--- src/rtl/axi_rr_arbiter.sv ---
// rtl/axi_rr_arbiter.sv - round-robin packet arbiter feeding one registered valid/ready output stage
module axi_rr_arbiter #(
    parameter int NUM_REQ = 4,
    parameter int DWIDTH  = 8,
    localparam int IDW    = $clog2(NUM_REQ)
) (
    input  logic                      aclk_i,
    input  logic                      areset_i,
    input  logic [NUM_REQ-1:0]        valid_i,
    input  logic [NUM_REQ*DWIDTH-1:0] data_i,
    input  logic [NUM_REQ-1:0]        last_i,
    output logic [NUM_REQ-1:0]        ready_o,
    output logic                      valid_o,
    output logic [DWIDTH-1:0]         data_o,
    output logic                      last_o,
    output logic [IDW-1:0]            id_o,
    input  logic                      ready_i,
    output logic                      busy_o
);

    typedef enum logic {IDLE = 1'b0, BUSY = 1'b1} state_t;

    state_t         state_q, state_d;
    logic [IDW-1:0] grant_q, grant_d;
    logic [IDW-1:0] ptr_q, ptr_d;
    logic [IDW-1:0] sel;
    logic           slot_rdy;
    logic           in_acc;
    logic           out_acc;

    // NUM_REQ need not be a power of two, so the wrap is done explicitly.
    function automatic logic [IDW-1:0] wrap_idx(input logic [IDW-1:0] base, input int off);
        int s;
        s = int'(base) + off;
        if (s >= NUM_REQ) begin
            s = s - NUM_REQ;
        end
        return IDW'(s);
    endfunction

    // Scan from the far end back towards ptr so the first valid index after ptr wins.
    always_comb begin
        sel = ptr_q;
        for (int i = NUM_REQ - 1; i >= 0; i--) begin
            if (valid_i[wrap_idx(ptr_q, i)]) begin
                sel = wrap_idx(ptr_q, i);
            end
        end
    end

    assign slot_rdy = ~valid_o | ready_i;
    assign in_acc   = (state_q == BUSY) & slot_rdy & valid_i[grant_q];
    assign out_acc  = valid_o & ready_i;
    assign busy_o   = (state_q == BUSY);

    always_comb begin
        ready_o = '0;
        if (areset_i && (state_q == BUSY) && slot_rdy) begin
            ready_o[grant_q] = 1'b1;
        end
    end

    always_comb begin
        state_d = state_q;
        grant_d = grant_q;
        ptr_d   = ptr_q;
        case (state_q)
            IDLE: begin
                if (|valid_i) begin
                    grant_d = sel;
                    state_d = BUSY;
                end
            end
            BUSY: begin
                if (in_acc && last_i[grant_q]) begin
                    state_d = IDLE;
                    ptr_d   = (grant_q == IDW'(NUM_REQ - 1)) ? '0 : grant_q + IDW'(1);
                end
            end
            default: state_d = IDLE;
        endcase
    end

    always_ff @(posedge aclk_i) begin
        if (!areset_i) begin
            state_q <= IDLE;
            grant_q <= '0;
            ptr_q   <= '0;
            valid_o <= 1'b0;
            data_o  <= '0;
            last_o  <= 1'b0;
            id_o    <= '0;
        end else begin
            state_q <= state_d;
            grant_q <= grant_d;
            ptr_q   <= ptr_d;
            if (in_acc) begin
                valid_o <= 1'b1;
                data_o  <= data_i[grant_q*DWIDTH +: DWIDTH];
                last_o  <= last_i[grant_q];
                id_o    <= grant_q;
            end else if (out_acc) begin
                valid_o <= 1'b0;
            end
        end
    end

endmodule

--- config.mk ---
export PLATFORM = sky130hd
export DESIGN_NAME = axi_rr_arbiter
export DESIGN_NICKNAME = d
export VERILOG_FILES = /design/src/rtl/axi_rr_arbiter.sv
export SDC_FILE = /design/constraint.sdc
export NUM_CORES = 1
export LEC_CHECK = 0
export ABC_AREA = 0
export CAP_MARGIN = 20
export CORE_UTILIZATION = 40
export DETAILED_ROUTE_END_ITERATION = 8
export DONT_BUFFER_PORTS = 1
export REMOVE_ABC_BUFFERS = 1
export SLEW_MARGIN = 20
export SYNTH_ARGS = -nofsm -noshare
export SYNTH_HDL_FRONTEND = slang
export SYNTH_SLANG_ARGS = --single-unit
--- constraint.sdc ---
create_clock -name aclk_i -period 4 [get_ports aclk_i]
set_clock_uncertainty 0.05 [all_clocks]
set_input_delay 0.8 -clock aclk_i [delete_from_list [all_inputs] [get_ports aclk_i]]
set_output_delay 0.8 -clock aclk_i [all_outputs]
set_load 0.01 [all_outputs]
==> results.cfg, run 1 <==
[outcome]
status = complete, no violations

[global_routing]
grt_pass1_vias = 695
grt_pass1_wl_microns = 3200
grt_usage_pct = 15.4
grt_max_degree = 25
antenna_found_initial = 0
overflow = 0

[finish]
layout.nets = 148
multiInputGateArea_sq_um = 709
area_growth_pct = 1.36
fill_cells = 254
fin_area_sq_mm = 0.00112
register_area_sq_um = 340
drive_gt1_share_pct = 15.0
final_cell_count_no_fill = 130
antennaDiodeCount = 0

[critical_path]
worst-path-max-fanout = 17
path_delay_family = flip-flops
reg2reg_depth = 4
cp.required_ps = 3150
critPathMaxStageDelay_ps = 900
cp.depth = 3
r2r_slack_ps = 1760
critPathKind = flip-flop to primary output
cp_num_buf_inv = 1
end_kind = primary output
start_kind = flip-flop
slowest_stage = dfxtp_1
worstPathArrival_ps = 1830
cp_cell_sequence = inv_1, ha_1, and3_1

[timing]
rsz0062_at_grt = no
whs_ps = 463
post-route-min-period_ps = 2680
fin_crit_sh_pct = 67.0
slew_headroom_pct = 42.2
finalSetupTns_ps = 0
worst_pin_slew_ps = 865
hold_viol = 0
finalSetupViolCount = 0
drv_slew = 0
max_freq_mhz = 373

[synth]
ys_seq_elements = 17
synth-main-ff-cell = dfxtp_1
yosys-top-cells-area = dfxtp_1 31%, mux4_2 12%, mux2i_1 9.9%
yosysSeqAreaShare_pct = 30.7
syn_area_sq_mm = 0.00111
synth.distinct_cells = 31
yosys_warnings = 0
avgSynthCellArea_sq_um = 10.9
synth-async-reset-ratio_pct = 0
synth_area_leader_cell = dfxtp_1
synth_edf_count = 0
synth_top_cell_area_share_pct = 30.7
syn-instance-count = 102

[clock_network]
root_buffer = clkbuf_4
clk_latency_ps = 300
cts_buffers = 3
clock_path_buffers = 2
post_cts_buffers = 0
post_cts_resize_count = 0
cts_max_level = 1
cts_hold_buf = 0
cts_tree = done
clkSinkCount = 17
path_clk_slew_ps = 90

[place]
hpwl_microns = 1700
placedCellCount = 126
placed_cell_area_sq_mm = 0.00109
portBuffers = 0
gp_congestion = 0.816

[drt]
drt_first_pass_iters = 4
drc = 0
drt-vias-per-instance = 6.12
drt-initial-drc-count = 13
wire_per_inst_microns = 17.9
dr_total_vias = 796
wl_microns = 2320
ant_nets = 0

[hold_path]
hold_path_depth = 2
hold_path.class = flip-flop to flip-flop

[floorplanning]
ioPinCount = 60
dieArea_sq_mm = 0.00298
placementRows = 18
core_region_area_sq_mm = 0.00254
initial_core_util_pct = 43.5
fp.dieH_microns = 54.6
die-width_microns = 54.6

[pwr]
power_leakage_nw = 0.441
peakVddDrop_mv = 0.197
power_density_mw_per_mm2 = 380

[job]
cap_violations = 0
worst register-to-register path, delay by kind of cell, from the launching register on:
family	cells	cell delay, ps
simple gates	2	340
mux	2	860
flops	1	900
flip-flops by register name, indices dropped and copies added, names as in the netlist:
register / count
valid_o: 1
grant_q: 2
last_o: 1
ptr_q: 2
data_o: 8
id_o: 2
busy_o: 1
path summary, 6_finish.rpt:
path                                               from                     end
worst min-delay path              ptr_q[0]$_SDFFE_PN0P_   ptr_q[0]$_SDFFE_PN0P_
worst max-delay path            grant_q[0]$_SDFFE_PN0P_              ready_o[2]
worst min register to register    ptr_q[0]$_SDFFE_PN0P_   ptr_q[0]$_SDFFE_PN0P_
worst max register to register  grant_q[0]$_SDFFE_PN0P_  data_o[5]$_SDFFE_PN0P_
Yosys cell counts (2+ instances only):
| library cell | number |
|---|---|
| nor4_1 | 2 |
| a21oi_1 | 2 |
| nand3_1 | 2 |
| a21boi_0 | 2 |
| mux4_1 | 4 |
| buf_6 | 3 |
| nor2_1 | 4 |
| nand2_1 | 7 |
| and3_1 | 4 |
| mux4_2 | 6 |
| nor2b_1 | 11 |
| inv_1 | 2 |
| ha_1 | 4 |
| mux2i_1 | 11 |
| o21ai_0 | 6 |
| dfxtp_1 | 17 |
power breakdown:
group | leakage (nW) | total [W] | internal, W | switching [W]
clock network | 0.0177 | 0.0000946 | 0.0000372 | 0.0000573
registers | 0.139 | 0.000228 | 0.000189 | 0.0000386
logic | 0.284 | 0.000104 | 0.0000628 | 0.0000410
total | 0.441 | 0.000426 | 0.000289 | 0.000137
cell type report:
| cell class | count | area share [%] |
|---|---|---|
| Clock buffer | 3 | 2.01 |
| Tap cell | 30 | 3.34 |
| Multi-Input combinational cell | 77 | 63.2 |
| Sequential cell | 17 | 30.3 |
| Clock inverter | 1 | 0.446 |
| Inverter | 2 | 0.669 |
per-stage QoR:
| step | setup slack [ps] | util [%] | power, W |
|---|---|---|---|
| 6_report | 1320 | 44.1 | 0.000426 |
| 5_1_grt | 1150 | 44.1 | 0.000454 |
| 4_1_cts | 1280 | 44.1 | 0.000433 |
| 3_5_place_dp | 1590 | 43.0 | 0.000338 |
| 3_3_place_gp | 1590 | 43.0 | 0.000334 |
| 2_1_floorplan | 1640 | - | 0.000315 |
cells in the final DEF, fill, tap and decap left out, types with 2 or more instances in the layout:
master,synthesis,routed
ha_1,4,4
o21ai_0,6,6
nor2b_1,11,11
a21boi_0,2,2
nand3_1,2,2
nand2_1,7,7
mux2i_1,11,11
nor2_1,4,4
mux4_1,4,4
mux4_2,6,6
inv_1,2,2
a21oi_1,2,2
dfxtp_1,17,17
nor4_1,2,2
clkbuf_4,0,3
and3_1,4,4
kinds of logic after synthesis:
kind of cell	after synthesis	synth area share, %
AOI/OAI and AO/OA	14	7.80
muxes	22	32.7
and+or+nand+nor	37	19.1
adders and majority gates	4	4.52
DFF	17	30.7
buffers and inverters	8	5.20
per-layer routing:
metal,vias to the layer above,global-route usage (%),part of all wire [%]
met1,380,17.0,39
met2,39,26.5,51
met5,-,0,0
met4,0,3.85,0.56
li1,375,-,-
met3,2,7.22,9.7
(Power assumes the default switching activity.)
==> inputs of run 2 (changes only) <==
--- a/config.mk
+++ b/config.mk
@@ -5,7 +5,7 @@
 export SDC_FILE = /design/constraint.sdc
 export NUM_CORES = 1
 export LEC_CHECK = 0
-export ABC_AREA = 0
+export ABC_AREA = 1
 export CAP_MARGIN = 20
 export CORE_UTILIZATION = 40
 export DETAILED_ROUTE_END_ITERATION = 8
==> constraint.sdc (replaced) <==
create_clock -name aclk_i -period 2.3 [get_ports aclk_i]
set_clock_uncertainty 0.05 [all_clocks]
set_input_delay 0.46 -clock aclk_i [delete_from_list [all_inputs] [get_ports aclk_i]]
set_output_delay 0.46 -clock aclk_i [all_outputs]
set_load 0.01 [all_outputs]
==> run 2 against run 1 <==
The flow now finishes with violations (design-rule violations); global-route usage rose by 3.5 points; power up 100%; sequential power up 66%; sequential share of layout area down 2.5 points; register-to-register slack worse by 1100 ps; die area increased by 9.8%; clock power increased by 63%; worst hold slack worse by 210 ps; sequential cell count unchanged; critical endpoint is now ready_o[3]; highest routed layer unchanged; non-clock buffer count increased by 2; via count is 54% higher; largest power group unchanged.
==> results.cfg, run 2 <==
[hold_path]
hold_end = data_o[5]$_SDFFE_PN0P_
hold_path.class = primary input to flip-flop
hold_path_depth = 2
holdCritStartpoint = areset_i

[synth]
syn_area_sq_mm = 0.00122
synth_common_cells = 44 x nor2_1, 35 x nand2_1, 19 x o21ai_0
synth.most_common_cell = nor2_1
synth_top_cell_area_share_pct = 27.9
ys_seq_elements = 17
yosys_warnings = 0
yosys-top-cells-area = dfxtp_1 28%, nor2_1 14%, nand2_1 11%
avgSynthCellArea_sq_um = 6.13
yosysSeqAreaShare_pct = 27.9
synth_edf_count = 0
synth-async-reset-ratio_pct = 0
syn-instance-count = 199
synth.distinct_cells = 21
synth_area_leader_cell = dfxtp_1
synth-main-ff-cell = dfxtp_1

[critical_path]
end_kind = primary output
cp.required_ps = 1790
worstPathArrival_ps = 1530
cp_num_buf_inv = 1
slowest_stage = dfxtp_1
r2r_slack_ps = 700
path_delay_family = flip-flops
start_kind = flip-flop
r2r_end = id_o[0]$_SDFFE_PN0P_
worst-path-max-fanout = 4
critPathMaxStageDelay_ps = 440
reg2reg_depth = 8
r2r-start = grant_q[0]$_SDFFE_PN0P_
cp_cell_sequence = inv_1, a21oi_1, nand2_1, nor2_1
critPathKind = flip-flop to primary output

[timing]
finalSetupViolCount = 0
fin_crit_sh_pct = 88.8
hold_viol = 0
post-route-min-period_ps = 2040
max_freq_mhz = 490
finalSetupTns_ps = 0
rsz0062_at_grt = no
worst_pin_slew_ps = 416
slew_headroom_pct = 72.2
drv_slew = 0

[pwr]
power_leakage_nw = 0.561
internal-power_w = 0.000513
peakVddDrop_mv = 0.262
power_density_mw_per_mm2 = 701
p_sw_w = 0.000344
switching_share_pct = 40.2
power_frac_clock_pct = 18.0
p_comb_share_pct = 37.8
power_frac_seq_pct = 44.2

[drt]
wl_met1_microns = 1330
wire_per_inst_microns = 13.1
drt_first_pass_iters = 6
highest_layer = met4
ant_nets = 0
wl_microns = 2960
wl_met2_microns = 1390
met3WireLength_microns = 195
drc = 4
drt-vias-per-instance = 5.43
drt-initial-drc-count = 67
dr_total_vias = 1228

[finish]
largest_reg_flops = 8
top_register = data_o
layout.nets = 243
final_cell_mix = 44 x nor2_1, 35 x nand2_1, 19 x o21ai_0, 17 x inv_1, 17 x dfxtp_1
fill_cells = 328
antennaDiodeCount = 0
drive_gt1_share_pct = 9.23
area_growth_pct = 0.307
final_common_cell = nor2_1
fin_area_sq_mm = 0.00122

[clock_network]
cts_tree = done
clkSinkCount = 17
root_buffer = clkbuf_4
cts_buffers = 3
post_cts_buffers = 0
cts_hold_buf = 0
clk_latency_ps = 280
cts_max_level = 1
post_cts_resize_count = 0
path_clk_slew_ps = 90
clock_path_buffers = 2

[outcome]
violations = design-rule violations
status = finished with violations

[global_routing]
grt_usage_pct = 18.9
antenna_found_initial = 0
overflow = 0
grt_pass1_wl_microns = 4760
grt_max_degree = 26
grt_pass1_vias = 1071

[floorplanning]
ioPinCount = 60
placementRows = 19
initial_core_util_pct = 43.1
core_region_area_sq_mm = 0.00283
dieArea_sq_mm = 0.00327
fp.dieH_microns = 57.2
die-width_microns = 57.2

[place]
hpwl_microns = 2210
portBuffers = 0
gp_congestion = 0.915
placed_cell_area_sq_mm = 0.00120

[job]
cap_violations = 0
==> run 2: power by group through the flow <==
stage / sequential, W / combinational [W] / clock (W)
after global routing: 0.000386 / 0.000376 / 0.000179
final: 0.000379 / 0.000324 / 0.000154
after detailed placement: 0.000387 / 0.000326 / 0
after CTS: 0.000380 / 0.000327 / 0.000162
after floorplan: 0.000393 / 0.000242 / 0
after global placement: 0.000385 / 0.000314 / 0
==> run 2: worst max path at each step <==
stage	slack [ps]	endpoint	from	depth (start not counted)
2_1_floorplan	550	ptr_q[0]$_SDFFE_PN0P_	grant_q[0]$_SDFFE_PN0P_	9
3_3_place_gp	580	ready_o[2]	ready_i	4
3_5_place_dp	570	ready_o[3]	ready_i	4
4_1_cts	250	ready_o[3]	busy_o$_SDFF_PN0_	4
5_1_grt	160	ready_o[0]	busy_o$_SDFF_PN0_	4
6_report	260	ready_o[3]	busy_o$_SDFF_PN0_	4
==> run 2: cell families after synthesis <==
family | after synthesis | share of synthesized area, %
AOI/OAI and AO/OA | 52 | 23.1
DFF | 17 | 27.9
adders and majority gates | 4 | 4.10
buffers and inverters | 33 | 13.3
and+or+nand+nor | 93 | 31.6
==> run 2: metal layers <==
metal | track usage (%) | vias up
met4 | 5.92 | 0
met5 | 0 | -
li1 | - | 637
met1 | 22.7 | 530
met3 | 4.99 | 4
met2 | 32.9 | 57
==> run 2: cell type report <==
class	count	area (sq um)	area share [%]
inverters	23	86.3	7.06
flip-flops and latches	17	340	27.8
repair buffers	2	15.0	1.23
multi-input cells	149	717	58.6
well taps	31	38.8	3.17
clock buffers	4	26.3	2.15
==> run 2: through the flow <==
stage,total power [W],setup slack (ps),hold WS [ps],utilization [%],std cells
finish,0.000857,258,251,43.3,226
detailed placement,0.000713,566,469,42.3,222
floorplan,0.000635,551,449,-,189
CTS,0.000870,255,242,43.3,226
global route,0.000941,160,231,43.3,226
global placement,0.000699,581,462,42.3,222
==> run 2: worst reg2reg max path, cell delays in order (launching register included) <==
cell and delay [ps]:
dfxtp_1 330, inv_2 310, a21oi_2 90, o21ai_1 100, nand2_2 80, nand2_4 160, inv_2 130, o21ai_0 170
a21oi_1 50
==> inputs of run 3 (changes only) <==
--- a/config.mk
+++ b/config.mk
@@ -10,8 +10,8 @@
 export CORE_UTILIZATION = 40
 export DETAILED_ROUTE_END_ITERATION = 8
 export DONT_BUFFER_PORTS = 1
-export REMOVE_ABC_BUFFERS = 1
 export SLEW_MARGIN = 20
 export SYNTH_ARGS = -nofsm -noshare
 export SYNTH_HDL_FRONTEND = slang
 export SYNTH_SLANG_ARGS = --single-unit
+export TNS_END_PERCENT = 5
==> run 3 against run 2 <==
The run still ends with design-rule violations left; global-route usage increased by 0.14 points; worst setup slack gained 72 ps; cell area up 0.31%; first-iteration DRC count is 19% lower; critical path type unchanged; critical endpoint is now ready_o[2]; largest power group unchanged.
==> results.cfg, run 3 (same netlist as run 2, synthesis figures left out) <==
[critical_path]
cp.required_ps = 1790
path_delay_family = flip-flops
r2r_slack_ps = 730
slowest_stage = dfxtp_1
cp_num_buf_inv = 1
end_kind = primary output
worst-path-max-fanout = 4
critPathKind = flip-flop to primary output
cp_cell_sequence = inv_1, a21oi_1, nand2_1, nor2_1
critPathMaxStageDelay_ps = 440
start_kind = flip-flop
worstPathArrival_ps = 1460

[job]
cap_violations = 0

[floorplanning]
initial_core_util_pct = 43.1
dieArea_sq_mm = 0.00327
die-width_microns = 57.2
ioPinCount = 60
placementRows = 19
fp.dieH_microns = 57.2
core_region_area_sq_mm = 0.00283

[place]
dp_slack_ps = 655
portBuffers = 0
gp_congestion = 0.776
hpwl_microns = 2320
placedCellCount = 222

[timing]
worst_pin_slew_ps = 380
hold_viol = 0
rsz0062_at_grt = no
slew_headroom_pct = 74.6
fin_crit_sh_pct = 85.6
fin_ws_ps = 331
whs_ps = 231
finalSetupTns_ps = 0
max_freq_mhz = 508
finalSetupViolCount = 0
drv_slew = 0
post-route-min-period_ps = 1970

[clock_network]
cts_max_level = 1
cts_buffers = 3
root_buffer = clkbuf_4
clock_path_buffers = 2
post_cts_resize_count = 0
post_cts_buffers = 0
clkSinkCount = 17
path_clk_slew_ps = 110
cts_hold_buf = 0
clk_latency_ps = 300
cts_tree = done

[pwr]
power_density_mw_per_mm2 = 711
power_leakage_nw = 0.560
peakVddDrop_mv = 0.201

[drt]
drt-vias-per-instance = 5.29
wire_per_inst_microns = 12.8
drt_first_pass_iters = 6
dr_total_vias = 1196
ant_nets = 0
drt-initial-drc-count = 54
wl_microns = 2900
drc = 3

[finish]
fill_cells = 320
final_cell_count_no_fill = 226
layout.nets = 243
drive_gt1_share_pct = 9.74
top_register = data_o
area_growth_pct = 0.616
antennaDiodeCount = 0
final_util_pct = 43.4
multiInputGateArea_sq_um = 717
final_common_cell = nor2_1
largest_reg_flops = 8
register_area_sq_um = 340
final_cell_mix = 44 x nor2_1, 35 x nand2_1, 19 x o21ai_0, 17 x inv_1, 17 x dfxtp_1

[global_routing]
grt_pass1_wl_microns = 4910
grt_usage_pct = 19.1
overflow = 0
grt_pass1_vias = 1141
antenna_found_initial = 0
grt_max_degree = 26

[outcome]
violations = design-rule violations
status = finished with violations

[hold_path]
hold_path.class = primary input to flip-flop

[synth]
syn-num-nets = 246
[run 3: changes by cell type in the layout (fill, tap and decap cells not counted)]
cell	previous run	this run
clkinvlp_4	0	1
clkbuf_1	1	0
[run 3: path summary, 6_finish.rpt]
check,end,startpoint,cells past startpoint
setup / recovery,ready_o[2],busy_o$_SDFF_PN0_,4
hold / removal,data_o[5]$_SDFFE_PN0P_,areset_i,2
setup reg to reg,id_o[1]$_SDFFE_PN0P_,grant_q[0]$_SDFFE_PN0P_,8
hold reg to reg,last_o$_SDFFE_PN0P_,last_o$_SDFFE_PN0P_,2
[run 3: per-layer routing]
metal  global-route usage [%]  part of all wire (%)
met1                     25.4                    49
met4                     9.41                   1.6
met5                        0                     0
met2                     30.8                    43
met3                     2.04                   6.7
[run 3: per-stage QoR]
step / area [sq um] / total power, W
6_report: 1230 / 0.000873
2_1_floorplan: 1220 / 0.000671
3_5_place_dp: 1200 / 0.000713
3_3_place_gp: 1200 / 0.000702
4_1_cts: 1230 / 0.000883
5_1_grt: 1230 / 0.000947
[run 3: report_power, final]
group / switching, W / internal, W
combinational: 0.000212 / 0.000112
sequential: 0.0000460 / 0.000334
clock: 0.000103 / 0.0000662
total: 0.000361 / 0.000512
[run 3: layout make-up]
cell class,instances,area share (%)
clock inverters,1,0.612
flip-flops and latches,17,27.7
clock buffers,3,1.83
inverters,23,7.03
repair buffers,2,1.22
well taps,31,3.16
multi-input cells,149,58.4
